`src/rtl/mul_issue_ctrl.sv`:
```
// mul_issue_ctrl: sequences one RV32M multiply through the pipelined multiplier and holds the selected result for writeback.
module mul_issue_ctrl #(
  parameter int LATENCY = 3,
  parameter int CNT_W = 3
) (
  input  logic        clk,
  input  logic        rst,
  input  logic        flush,
  input  logic        req_valid,
  output logic        req_ready,
  input  logic [2:0]  req_funct3,
  input  logic [31:0] req_rs1,
  input  logic [31:0] req_rs2,
  input  logic [4:0]  req_rd,
  output logic [31:0] mul_rs1,
  output logic [31:0] mul_rs2,
  output logic [2:0]  mul_funct3,
  input  logic [63:0] mul_product,
  output logic        resp_valid,
  input  logic        resp_ready,
  output logic [31:0] resp_data,
  output logic [4:0]  resp_rd,
  output logic        busy
);
  typedef enum logic [1:0] {IDLE, BUSY, DONE} state_t;
  state_t state, state_nx;
  logic [CNT_W-1:0] cnt;
  logic [2:0] f3;
  logic [4:0] rd;
  logic acc, fin;
  logic [31:0] hi, res;
  always_comb begin
    req_ready = !flush && (state == IDLE || (state == DONE && resp_ready));
    acc = req_valid && req_ready;
    fin = state == BUSY && cnt == '0;
    resp_valid = state == DONE;
    busy = state != IDLE;
    // signed x signed high word becomes signed x unsigned by adding rs1 when rs2 is negative
    hi = mul_product[63:32] + ((f3 == 3'b010 && mul_rs2[31]) ? mul_rs1 : 32'd0);
    res = f3[2] ? 32'd0 : (f3[1:0] == 2'b00) ? mul_product[31:0] : hi;
    state_nx = state;
    if (flush) state_nx = IDLE;
    else if (acc) state_nx = BUSY;
    else if (fin) state_nx = DONE;
    else if (state == DONE && resp_ready) state_nx = IDLE;
  end
  always_ff @(posedge clk) begin
    if (rst) begin
      state <= IDLE;
      cnt <= '0;
      mul_rs1 <= '0;
      mul_rs2 <= '0;
      mul_funct3 <= '0;
      f3 <= '0;
      rd <= '0;
      resp_data <= '0;
      resp_rd <= '0;
    end else begin
      state <= state_nx;
      if (acc) begin
        mul_rs1 <= req_rs1;
        mul_rs2 <= req_rs2;
        mul_funct3 <= {2'b00, req_funct3 == 3'b001 || req_funct3 == 3'b010};
        f3 <= req_funct3;
        rd <= req_rd;
        cnt <= CNT_W'(LATENCY);
      end else if (flush) cnt <= '0;
      else if (state == BUSY && cnt != '0) cnt <= cnt - 1'b1;
      if (fin && !flush) begin
        resp_data <= res;
        resp_rd <= rd;
      end
    end
  end
endmodule

```
`config.mk`:
```
export PLATFORM = sky130hd
export DESIGN_NAME = mul_issue_ctrl
export DESIGN_NICKNAME = d
export VERILOG_FILES = /design/src/rtl/mul_issue_ctrl.sv
export SDC_FILE = /design/constraint.sdc
export NUM_CORES = 1
export LEC_CHECK = 0
export ABC_AREA = 1
export BUFFER_PORTS_ARGS = -buffer_cell sky130_fd_sc_hd__clkbuf_2
export CAP_MARGIN = 20
export CORE_MARGIN = 3
export CORE_UTILIZATION = 46
export DETAILED_ROUTE_END_ITERATION = 12
export PLACE_DENSITY = 0.81
export SYNTH_ARGS = -nofsm -noshare
export SYNTH_HDL_FRONTEND = slang
export SYNTH_SLANG_ARGS = --single-unit
```
`constraint.sdc`:
```
create_clock -name clk -period 2.3 [get_ports clk]
set_clock_uncertainty 0.15 [all_clocks]
set_input_delay 0.345 -clock clk [delete_from_list [all_inputs] [get_ports clk]]
set_output_delay 0.345 -clock clk [all_outputs]
set_load 0.005 [all_outputs]
```
======== Yosys cells after proc, flatten, opt, wreduce, memory -nomap -nowiden ========
Index checks and enable logic that the tools add are counted.
operators by class
  add/sub/neg operators ................... 2
  equal/unequal tests ..................... 5
  muxes and demuxes ....................... 9
  reductions and logical operators ........ 20
operator list
  kind                                                                    count
  32-bit two-way mux                                                      3
  32-bit adder                                                            1
  2-bit two-way mux                                                       5
  3-bit nonzero test                                                      3
  1-bit logical AND                                                       7
  3-bit by 2-bit equality test with 1-bit output (second input constant)  2
  2-bit logical NOT                                                       2
  2-bit nonzero test                                                      2
  3-bit by 1-bit equality test with 1-bit output (second input constant)  1
  3-bit logical NOT                                                       1
  3-bit OR reduction                                                      1
  3-bit by 1-bit subtractor with 3-bit output (second input constant)     1
  2-bit by 1-bit equality test with 1-bit output (second input constant)  1
  2-bit equality test (second input constant)                             1
  1-bit logical OR                                                        2
  2-bit OR reduction                                                      1
  1-bit logical NOT                                                       1
  1-bit two-way mux                                                       1
word-level totals
  register bits ........................... 115
  input bits .............................. 141
  output and inout port bits .............. 107
  word-level logic and storage cells ...... 47

======== Longest topological paths before layout ========
Gate-level depths: netlist of run 1.
  depth in word-level cells ............... 6
  mapped depth ............................ 17
  depth with buffers taken out ............ 16

======== Worst setup path before layout of run 1 ========
Ideal clock, no wire load.
  kind .................................... register to register
  from .................................... reg f3[2]
  to ...................................... reg resp_data[20]
  library setup time ...................... 132 ps
  arrival time ............................ 2222 ps
  data required time ...................... 2018 ps
  setup slack ............................. -205 ps
  cell stages (with the launch flop) ...... 16
  path buffers ............................ 1
  clock period less this slack ............ 2505 ps
  cell sequence ........................... dfxtp_1 inv_1 nand4_1 clkbuf_1 nor2_1 fa_1 nand3_1 nand3_1 nand3_1 nand3_1 nand3_1 nand2_1 nand2_1 nand3_1 nand2_1 a21oi_1
on the way
  word-level cells in the longest chain between the ends .. 6
ends and longest elaborated chain
  what                                            line  text
  start, declared                                 28    logic [2:0] f3;
  start signal, assigned                          64    f3 <= req_funct3;
  3-bit by 2-bit equality test with 1-bit output  39    hi = mul_product[63:32] + ((f3 == 3'b010 && mul_rs2[31]) ? mul_rs1 : 32'd0);
  1-bit logical AND                               39
  32-bit two-way mux                              39
  32-bit adder                                    39
  32-bit two-way mux                              40    res = f3[2] ? 32'd0 : (f3[1:0] == 2'b00) ? mul_product[31:0] : hi;
  32-bit two-way mux *                            40
  end signal, assigned                            70    resp_data <= res;
  end, declared                                   21    output logic [31:0] resp_data,
Every way passes the cells marked *; elsewhere a longest branch is shown, timed or not.
A chain may end at the register's enable or synchronous reset.

======== Worst setup path after layout of run 1 ========
  from .................................... reg f3[2]
  to ...................................... reg resp_data[24]
The elaborated chain is that of the path after synthesis.

==> flow_summary.json, run 1 <==
{
  "synthSimpleGateAreaFrac_pct": 32.49,
  "finalHoldViolations": 0,
  "slew_headroom_pct": 40.05,
  "syn_area_sq_mm": 0.006967,
  "syn_inst": 1135,
  "whs_ns": 0.004387,
  "crit_fanout": 6,
  "cts_tree": "built",
  "synth_fa_ha_area_share_pct": 6.214,
  "setup.worst_path.class": "reg2reg",
  "route.detailed.drc": 0,
  "r2r_start": "f3[2]$_SDFFE_PP0P_",
  "vdd_drop_max_mv": 0.6584,
  "io_buffers": 245,
  "hold_start": "req_rs2[15]",
  "reg2reg_setup_slack_ns": -0.40,
  "cap_violations": 0,
  "rr_worst_depth": 17,
  "final_layout_size_suffix_gt1_share_pct": 42.54,
  "multiInputGateArea_sq_mm": 0.005131,
  "clock-sinks": 115,
  "synth_top_area_cell": "dfxtp_1",
  "synth_edf_count": 0,
  "regArea_sq_mm": 0.002306,
  "crit_start": "f3[2]$_SDFFE_PP0P_",
  "failed_checks": "setup timing",
  "leakage_nw": 5.587,
  "via_per_inst": 5.388,
  "setup-violations-final": 29,
  "synthFlopType": "dfxtp_1",
  "initial_core_util_pct": 47.40,
  "fillers": 956,
  "synth_seq_cells": 115,
  "outcome": "finished, violations left",
  "grt_setup_unrepaired": "true",
  "dr_total_vias": 8971,
  "drt_iter0_markers": 937,
  "slew_violations": 0,
  "diodes": 0,
  "routed_wl_mm": 28.20,
  "power_density_mw_per_mm2": 528.8,
  "path_clk_slew_ns": 0.06,
  "overflow": 0,
  "cts_made_buffers": 17,
  "antenna_found_initial": 0,
  "final_cell_mix": "clkbuf_2, nand2_1, nor2_1",
  "synth_top_area_share_pct": 33.05,
  "fp.dieArea_sq_mm": 0.01666,
  "gp_congestion": 0.9835,
  "postLayoutSetupSlackWorst_ns": -0.3994,
  "arrival_ns": 2.91,
  "clock.fmax_mhz": 370.5,
  "whs_endpoint": "mul_rs2[15]$_SDFFE_PP0P_",
  "grt_start_max_net_pins": 109,
  "fp.dieW_um": 129.1,
  "fin_util_pct": 75.97,
  "fin_nets": 1643,
  "fp.coreArea_sq_mm": 0.01470,
  "async_flop_share_pct": 0,
  "htree_levels": 4,
  "cts.path.max_buffers": 2,
  "yosysWarnings": 0,
  "num_io_pins": 248,
  "syn_area_per_cell_sq_um": 6.138,
  "grt_pass1_wl_mm": 36.00,
  "final_common_cell": "clkbuf_2",
  "area_growth_pct": 60.29,
  "crit_path_start_kind": "register",
  "synth_top_family_by_area": "simple AND/OR/NAND/NOR gates",
  "num_rows": 44,
  "synth_cell_types": 35,
  "synth.area.mux_share_pct": 0,
  "ant_nets": 0,
  "min_path_type": "in2reg",
  "clk_latency_ns": 0.43,
  "first_pass_iters": 8,
  "worstMarginPinSlew_ns": 0.8979,
  "cts_root_buf": "clkbuf_16",
  "synth_compound_area_share_pct": 14.33,
  "routedWlPerCell_um": 16.94,
  "ys_seq_area_share_pct": 33.05,
  "grt_util_all_layers_pct": 26.98,
  "fp.dieH_um": 129.1,
  "pre_cts_ws_ns": -0.2362,
  "holdPathStages": 3,
  "fin_crit_ns": 2.699,
  "r2r-end": "resp_data[24]$_SDFFE_PP0P_",
  "ys_top_cells_by_area": "dfxtp_1, nand2_1, nor2_1, inv_1, a21oi_1",
  "end_kind": "register",
  "dpl.hpwl_mm": 16.59,
  "synth_xor_area_share_pct": 1.886,
  "worstPathRequired_ns": 2.51,
  "grt_pass1_vias": 7610,
  "fin_crit_sh_pct": 117.4
}
[metal layers]
metal	track usage, %	wire (um)
met4	9.944	1510
met1	33.27	10550
met2	45.21	13340
met3	7.296	2807
met5	0	0
[critical path: stages (launching register included)]
cell and delay (ns):
dfxtp_2 0.33, inv_2 0.04, nand4_1 0.07, buf_6 0.14
clkbuf_16 0.16, buf_12 0.14, nor2_4 0.04, ha_4 0.33
nand2_4 0.10, nor2_2 0.21, nand2_1 0.15, nor2_1 0.21
nand2_2 0.11, nand3_1 0.11, nand2_1 0.08, nand3_1 0.09
nand2_1 0.07, a21oi_1 0.11
[synthesized netlist by cell type (3+ instances only)]
cell and number:
xor2_1 13, buf_6 6, nor3_1 4, a21oi_1 90
nand2_1 291, inv_1 155, buf_2 6, ha_1 33
nor2_1 220, clkbuf_1 30, o21ai_0 88, o21ai_1 5
inv_2 3, nand3_1 43, dfxtp_1 115, o21bai_1 4
nand4_1 4
[worst max-delay path by stage]
stage / end / slack, ns / cells past startpoint
after floorplan: resp_data[20]$_SDFFE_PP0P_ / 0.01 / 15
after global placement: resp_data[24]$_SDFFE_PP0P_ / -0.19 / 15
after detailed placement: resp_data[22]$_SDFFE_PP0P_ / -0.24 / 17
after CTS: resp_data[27]$_SDFFE_PP0P_ / -0.22 / 15
after global routing: resp_data[27]$_SDFFE_PP0P_ / -0.50 / 18
final: resp_data[24]$_SDFFE_PP0P_ / -0.40 / 17
[per-stage QoR]
stage | power [mW] | TNS (ns) | std cells | cell area (sq um)
floorplan | 2.598 | 0 | 1136 | 6984
global placement | 2.975 | -2.509 | 1581 | 8695
detailed placement | 2.987 | -4.531 | 1581 | 8695
CTS | 5.705 | -2.912 | 1638 | 9688
global route | 6.113 | -10.32 | 1665 | 11170
finish | 5.906 | -6.389 | 1665 | 11170
[cell type report]
type,instances,area share [%]
clock buffer,22,4.246
clock inverter,10,1.120
inverter,160,5.445
multi-input combinational,816,45.95
timing repair buffer,358,20.53
tap,184,2.062
sequential,115,20.65
[logic make-up (layout without fill, tap and decap cells)]
kind of cell / count (synthesis) / in the layout
AO/OA/AOI/OAI: 194 / 194
flip-flops: 115 / 115
other: 1 / 2
AND/OR/NAND/NOR: 571 / 571
XOR/XNOR: 15 / 15
buffers and inverters: 205 / 550
adder cells (fa/ha/maj): 34 / 34
[registers in the layout (all words and copies together) (netlist names)]
register,count
mul_rs1,32
mul_rs2,32
mul_funct3,1
cnt,3
f3,3
resp_data,32
rd,5
resp_rd,5
state,2
[repair_timing]
item,in CTS,in global routing
gates resized for setup,45,304
hold endpoints to repair,25,0
pin swaps,0,101
endpoints found under the setup margin,29,39
hold buffers,25,0
cloned,0,3
setup buffers,0,24
[where the power goes]
| group | leakage, nW | internal, mW | switching (mW) |
|---|---|---|---|
| combinational | 4.37 | 0.456 | 0.598 |
| sequential | 0.942 | 2.10 | 0.0579 |
| clock | 0.279 | 1.69 | 1.01 |
Power figures use the tool's default switching activity.
==> run 2: changes to the inputs <==
- BUFFER_PORTS_ARGS: -buffer_cell sky130_fd_sc_hd__clkbuf_2 -> -buffer_cell sky130_fd_sc_hd__buf_4
==> run 2 against run 1 <==
Effect of this change:
- global-route usage increased by 0.55 points
- via count about the same
- the run ends with hold timing, setup timing left
- critical endpoint is now resp_data[19]$_SDFFE_PP0P_
- routed wire length increased by 3.2%
- design area increased by 5.8%
- maximum frequency increased by 2.1%
- first-iteration DRC count decreased by 20%
- critical path type unchanged
==> flow_summary.json, run 2 (same netlist as run 1, synthesis figures left out) <==
{
  "fin_crit_ns": 2.643,
  "dr_total_vias": 8965,
  "routed_wl_mm": 29.12,
  "num_io_pins": 248,
  "fin_crit_sh_pct": 114.9,
  "fp.dieH_um": 129.1,
  "multiInputGateArea_sq_mm": 0.005220,
  "whs_ns": -0.003837,
  "worstPathRequired_ns": 2.45,
  "fillers": 886,
  "fp.dieW_um": 129.1,
  "dpl.hpwl_mm": 17.30,
  "cts_tree": "built",
  "clk_latency_ns": 0.44,
  "worstMarginPinSlew_ns": 0.7370,
  "cts.path.max_buffers": 2,
  "first_pass_iters": 6,
  "cts_root_buf": "clkbuf_16",
  "route.detailed.drc": 0,
  "finalPower_mw": 6.063,
  "grt_start_max_net_pins": 109,
  "min_path_type": "in2reg",
  "setup-violations-final": 28,
  "fp.dieArea_sq_mm": 0.01666,
  "gp_congestion": 0.9741,
  "via_per_inst": 5.404,
  "cts_made_buffers": 17,
  "failed_checks": "hold timing, setup timing",
  "final_common_cell": "buf_4",
  "grt_pass1_vias": 7839,
  "vdd_drop_max_mv": 0.5092,
  "antenna_found_initial": 0,
  "fp.coreArea_sq_mm": 0.01470,
  "num_rows": 44,
  "postLayoutSetupSlackWorst_ns": -0.3435,
  "area_growth_pct": 69.61,
  "crit_path_start_kind": "register",
  "drt_iter0_markers": 747,
  "crit_fanout": 5,
  "clock-sinks": 115,
  "power_density_mw_per_mm2": 513.1,
  "arrival_ns": 2.79,
  "outcome": "finished, violations left",
  "grt_setup_unrepaired": "true",
  "regArea_sq_mm": 0.002306,
  "path_clk_slew_ns": 0.06,
  "final_layout_size_suffix_gt1_share_pct": 42.51,
  "fin_nets": 1637,
  "grt_pass1_wl_mm": 36.75,
  "setup.worst_path.class": "reg2reg",
  "end_kind": "register",
  "clock.fmax_mhz": 378.3,
  "htree_levels": 4,
  "final_cell_mix": "buf_4, nand2_1, nor2_1",
  "leakage_nw": 5.741,
  "diodes": 0,
  "grt_util_all_layers_pct": 27.52,
  "reg_top3": "mul_rs1: 32 flops, mul_rs2: 32 flops, resp_data: 32 flops",
  "slew_headroom_pct": 50.87,
  "initial_core_util_pct": 47.40,
  "io_buffers": 245,
  "finalHoldViolations": 3,
  "cap_violations": 0,
  "slew_violations": 0,
  "routedWlPerCell_um": 17.55,
  "overflow": 0,
  "ant_nets": 0
}
run 2: cell types whose count changed in the layout (fill, tap and decap cells not counted), sizes merged:
cell and delta:
clkinv +4, buf +238, inv +2, dlygate4sd3 +1, clkbuf -249, clkinvlp -2
run 2: cell type report:
class	count	area share [%]
Multi-Input combinational cell	816	44.18
Clock buffer	18	3.717
Timing Repair Buffer	352	24.16
Clock inverter	14	1.313
Sequential cell	115	19.52
Inverter	160	5.167
Tap cell	184	1.948
run 2: metrics by stage:
stage | setup TNS [ns] | area [sq um] | setup WS, ns | instances | utilization (%)
2_1_floorplan | 0 | 6984 | 0.01307 | 1136 | -
3_3_place_gp | -4.180 | 9315 | -0.2420 | 1582 | 63.37
3_5_place_dp | -5.870 | 9315 | -0.3099 | 1582 | 63.37
4_1_cts | -4.031 | 10280 | -0.2126 | 1640 | 69.95
5_1_grt | -7.562 | 11820 | -0.3988 | 1659 | 80.39
6_report | -4.917 | 11820 | -0.3435 | 1659 | 80.39
run 2: power breakdown:
part / internal [mW] / leakage, nW / switching (mW)
Sequential: 2.10 / 0.942 / 0.0592
Combinational: 0.575 / 4.51 / 0.614
Clock: 1.63 / 0.287 / 1.08
run 2: timing repair:
item	CTS	global route
endpoints found under the setup margin	30	52
hold buffers	26	0
hold endpoints to repair	26	0
gates resized for setup	29	328
pin swaps	0	111
buffers inserted	0	15
gates cloned	0	4
run 2: worst paths after layout:
| check | slack [ns] | start | cells after the start | endpoint |
|---|---|---|---|---|
| worst min-delay path | -0.004 | req_rd[3] | 3 | rd[3]$_SDFFE_PP0P_ |
| worst min register to register | 0.31 | resp_data[11]$_SDFFE_PP0P_ | 2 | resp_data[11]$_SDFFE_PP0P_ |
| worst max register to register | -0.34 | f3[2]$_SDFFE_PP0P_ | 18 | resp_data[19]$_SDFFE_PP0P_ |
| worst max-delay path | -0.34 | f3[2]$_SDFFE_PP0P_ | 18 | resp_data[19]$_SDFFE_PP0P_ |
run 2: critical path, stage by stage (launching register included):
cell and delay (ns):
dfxtp_2 0.32, inv_2 0.05, nand4_1 0.09, buf_6 0.16, clkbuf_16 0.17, nor2_4 0.11, ha_4 0.24, nand2_4 0.10
inv_1 0.08, nand2_1 0.07, nand2_1 0.07, nand2_1 0.08, nand3b_1 0.26, nand2_1 0.22, nand2_1 0.08, nand2_1 0.08
nand3_2 0.08, nand2_1 0.07, a21oi_1 0.05
run 2: metal layers:
| metal | vias up | share of wire, % | wire length [um] | track usage (%) |
|---|---|---|---|---|
| met2 | 553 | 46 | 13510 | 45.46 |
| met1 | 4059 | 37 | 10770 | 33.00 |
| met5 | - | 0 | 0 | 0 |
| li1 | 4184 | - | - | - |
| met4 | 0 | 6.4 | 1857 | 12.79 |
| met3 | 169 | 10 | 2977 | 8.120 |
==> run 3: changes to the inputs <==
- GPL_TIMING_DRIVEN: not set -> 0
==> run 3 against run 2 <==
Effect of this change:
- the flow finishes with violations (setup timing)
- total power down 0.82%
- worst setup slack got worse by 0.034 ns
- hold slack gained 0.014 ns
- design area shrank 2.2%
- global-route usage grew 4.0 points
- sequential power is essentially flat
- critical path type unchanged
==> flow_summary.json, run 3 (same netlist as run 1, synthesis figures left out) <==
{
  "r2r_start": "f3[0]$_SDFFE_PP0P_",
  "area_growth_pct": 65.86,
  "final_layout_size_suffix_gt1_share_pct": 38.28,
  "fp.dieH_um": 129.1,
  "regArea_sq_mm": 0.002308,
  "finalHoldViolations": 0,
  "cap_violations": 0,
  "fin_crit_sh_pct": 116.4,
  "worstMarginPinSlew_ns": 0.7133,
  "fin_nets": 1645,
  "pre_cts_ws_ns": -0.6078,
  "grt_setup_unrepaired": "true",
  "outcome": "finished, violations left",
  "route.detailed.drc": 0,
  "io_buffers": 245,
  "slowest_delay_ns": 0.34,
  "fin_crit_ns": 2.678,
  "fp.dieArea_sq_mm": 0.01666,
  "fillers": 993,
  "antenna_found_initial": 0,
  "first_pass_iters": 8,
  "via_per_inst": 5.459,
  "min_path_type": "in2reg",
  "crit_fanout": 8,
  "crit_chain": "inv_2 > nand4_1 > buf_6 > clkbuf_16 > nor2_4 > ha_4 > nand2_1 > nand2_2 > nand2_1 > nand2_2 > nand2_1 > nand2_1 > nand2_1 > nand3_1 > nand2_1 > nand3_1 > nand2_1 > a21oi_1",
  "setup.worst_path.class": "reg2reg",
  "grt_util_all_layers_pct": 31.56,
  "vdd_drop_max_mv": 0.5390,
  "power_density_mw_per_mm2": 520.4,
  "finalPower_mw": 6.013,
  "postLayoutSetupSlackWorst_ns": -0.3777,
  "drt_iter0_markers": 855,
  "num_io_pins": 248,
  "clock.fmax_mhz": 373.5,
  "grt_pass1_wl_mm": 41.33,
  "worstPathRequired_ns": 2.50,
  "routedWlPerCell_um": 18.21,
  "reg_top3": "mul_rs1: 32 flops, mul_rs2: 32 flops, resp_data: 32 flops",
  "final_common_cell": "buf_4",
  "critPathSlowestCell": "dfxtp_2",
  "multiInputGateArea_sq_mm": 0.005060,
  "dr_total_vias": 9095,
  "fin_tns_setup_ns": -6.110,
  "path_clk_slew_ns": 0.06,
  "cts_root_buf": "clkbuf_16",
  "crit_start": "f3[0]$_SDFFE_PP0P_",
  "clk_latency_ns": 0.43,
  "htree_levels": 4,
  "slew_headroom_pct": 52.45,
  "fp.dieW_um": 129.1,
  "grt_pass1_vias": 8555,
  "fp.coreArea_sq_mm": 0.01470,
  "gp_congestion": 0.9251,
  "slew_violations": 0,
  "reg2reg_setup_slack_ns": -0.38,
  "grt_start_max_net_pins": 17,
  "initial_core_util_pct": 47.40,
  "final_cell_mix": "buf_4, nand2_1, nor2_1",
  "cts.path.max_buffers": 2,
  "clock-sinks": 115,
  "routed_wl_mm": 30.33,
  "ant_nets": 0,
  "crit_path_start_kind": "register",
  "crit_path_frequent_cell": "nand2_1",
  "cts_made_buffers": 17,
  "setup-violations-final": 26,
  "arrival_ns": 2.88,
  "num_rows": 44,
  "end_kind": "register",
  "overflow": 0,
  "failed_checks": "setup timing",
  "cts_tree": "built",
  "dpl.hpwl_mm": 18.25,
  "hold_start": "req_rs2[23]",
  "leakage_nw": 5.633
}
==> run 3: cell types whose count changed in the layout (fill, tap and decap cells not counted), moves of 4 or more <==
cell	delta
dlygate4sd3_1	+4
a21oi_1	+4
buf_2	+6
nand2_2	-9
buf_4	-25
nor2_1	+11
clkbuf_1	+29
inv_6	-4
buf_6	-4
nor2_2	-10
nand2_1	+8
buf_12	-4
==> run 3: per-layer routing <==
metal | GRT usage (%) | share of wire, % | vias up
met1 | 33.40 | 35 | 4072
met5 | 0 | 0 | -
li1 | - | - | 4202
met4 | 16.18 | 6.7 | 0
met3 | 10.68 | 11 | 186
met2 | 55.67 | 47 | 635
==> run 3: cell type report <==
cell class / instances / area share, %
antenna: 1 / 0.02166
buffer: 45 / 2.545
clock buffer: 20 / 3.866
clock inverter: 10 / 1.169
inverter: 160 / 5.284
multi-input combinational: 816 / 43.79
sequential: 115 / 19.98
tap: 184 / 1.992
timing repair buffer: 315 / 21.35
==> run 3: power breakdown <==
group	total, mW	leakage (nW)	switching (mW)	internal [mW]
Combinational	1.16	4.40	0.613	0.551
Clock	2.69	0.285	0.976	1.71
Sequential	2.16	0.943	0.0606	2.10
Total	6.01	5.63	1.65	4.36
==> run 3: path summary, 6_finish.rpt <==
| path | end | cells past startpoint |
|---|---|---|
| worst max-delay path | resp_data[26]$_SDFFE_PP0P_ | 18 |
| worst min-delay path | mul_rs2[23]$_SDFFE_PP0P_ | 3 |
| worst max register to register | resp_data[26]$_SDFFE_PP0P_ | 18 |
| worst min register to register | resp_data[30]$_SDFFE_PP0P_ | 2 |
==> run 3: repair_timing <==
action                                 in CTS  in global routing
cloned                                      3                  0
resized for setup                         190                121
setup endpoints to repair                  30                 34
endpoints found under the hold margin      30                  0
pin swaps                                  94                 61
buffers inserted                           28                  9
hold buffers                               30                  0
==> run 3: worst max-delay path, delay by kind of cell (launching register included) <==
family | cells | cell delay (ns)
and+or+nand+nor | 13 | 1.26
DFF | 1 | 0.34
buffers and inverters | 3 | 0.41
adders and majority gates | 1 | 0.31
AOI/OAI and AO/OA | 1 | 0.11
==> run 3: metrics by stage <==
stage	cell area, sq um	hold slack, ns	utilization (%)	std cells
global route	11550	0.01003	78.59	1665
global placement	9054	0.3030	61.59	1565
detailed placement	9054	0.3071	61.59	1565
floorplan	6984	0.2995	-	1136
finish	11550	0.01062	78.61	1666
CTS	11060	0.0002028	75.26	1656
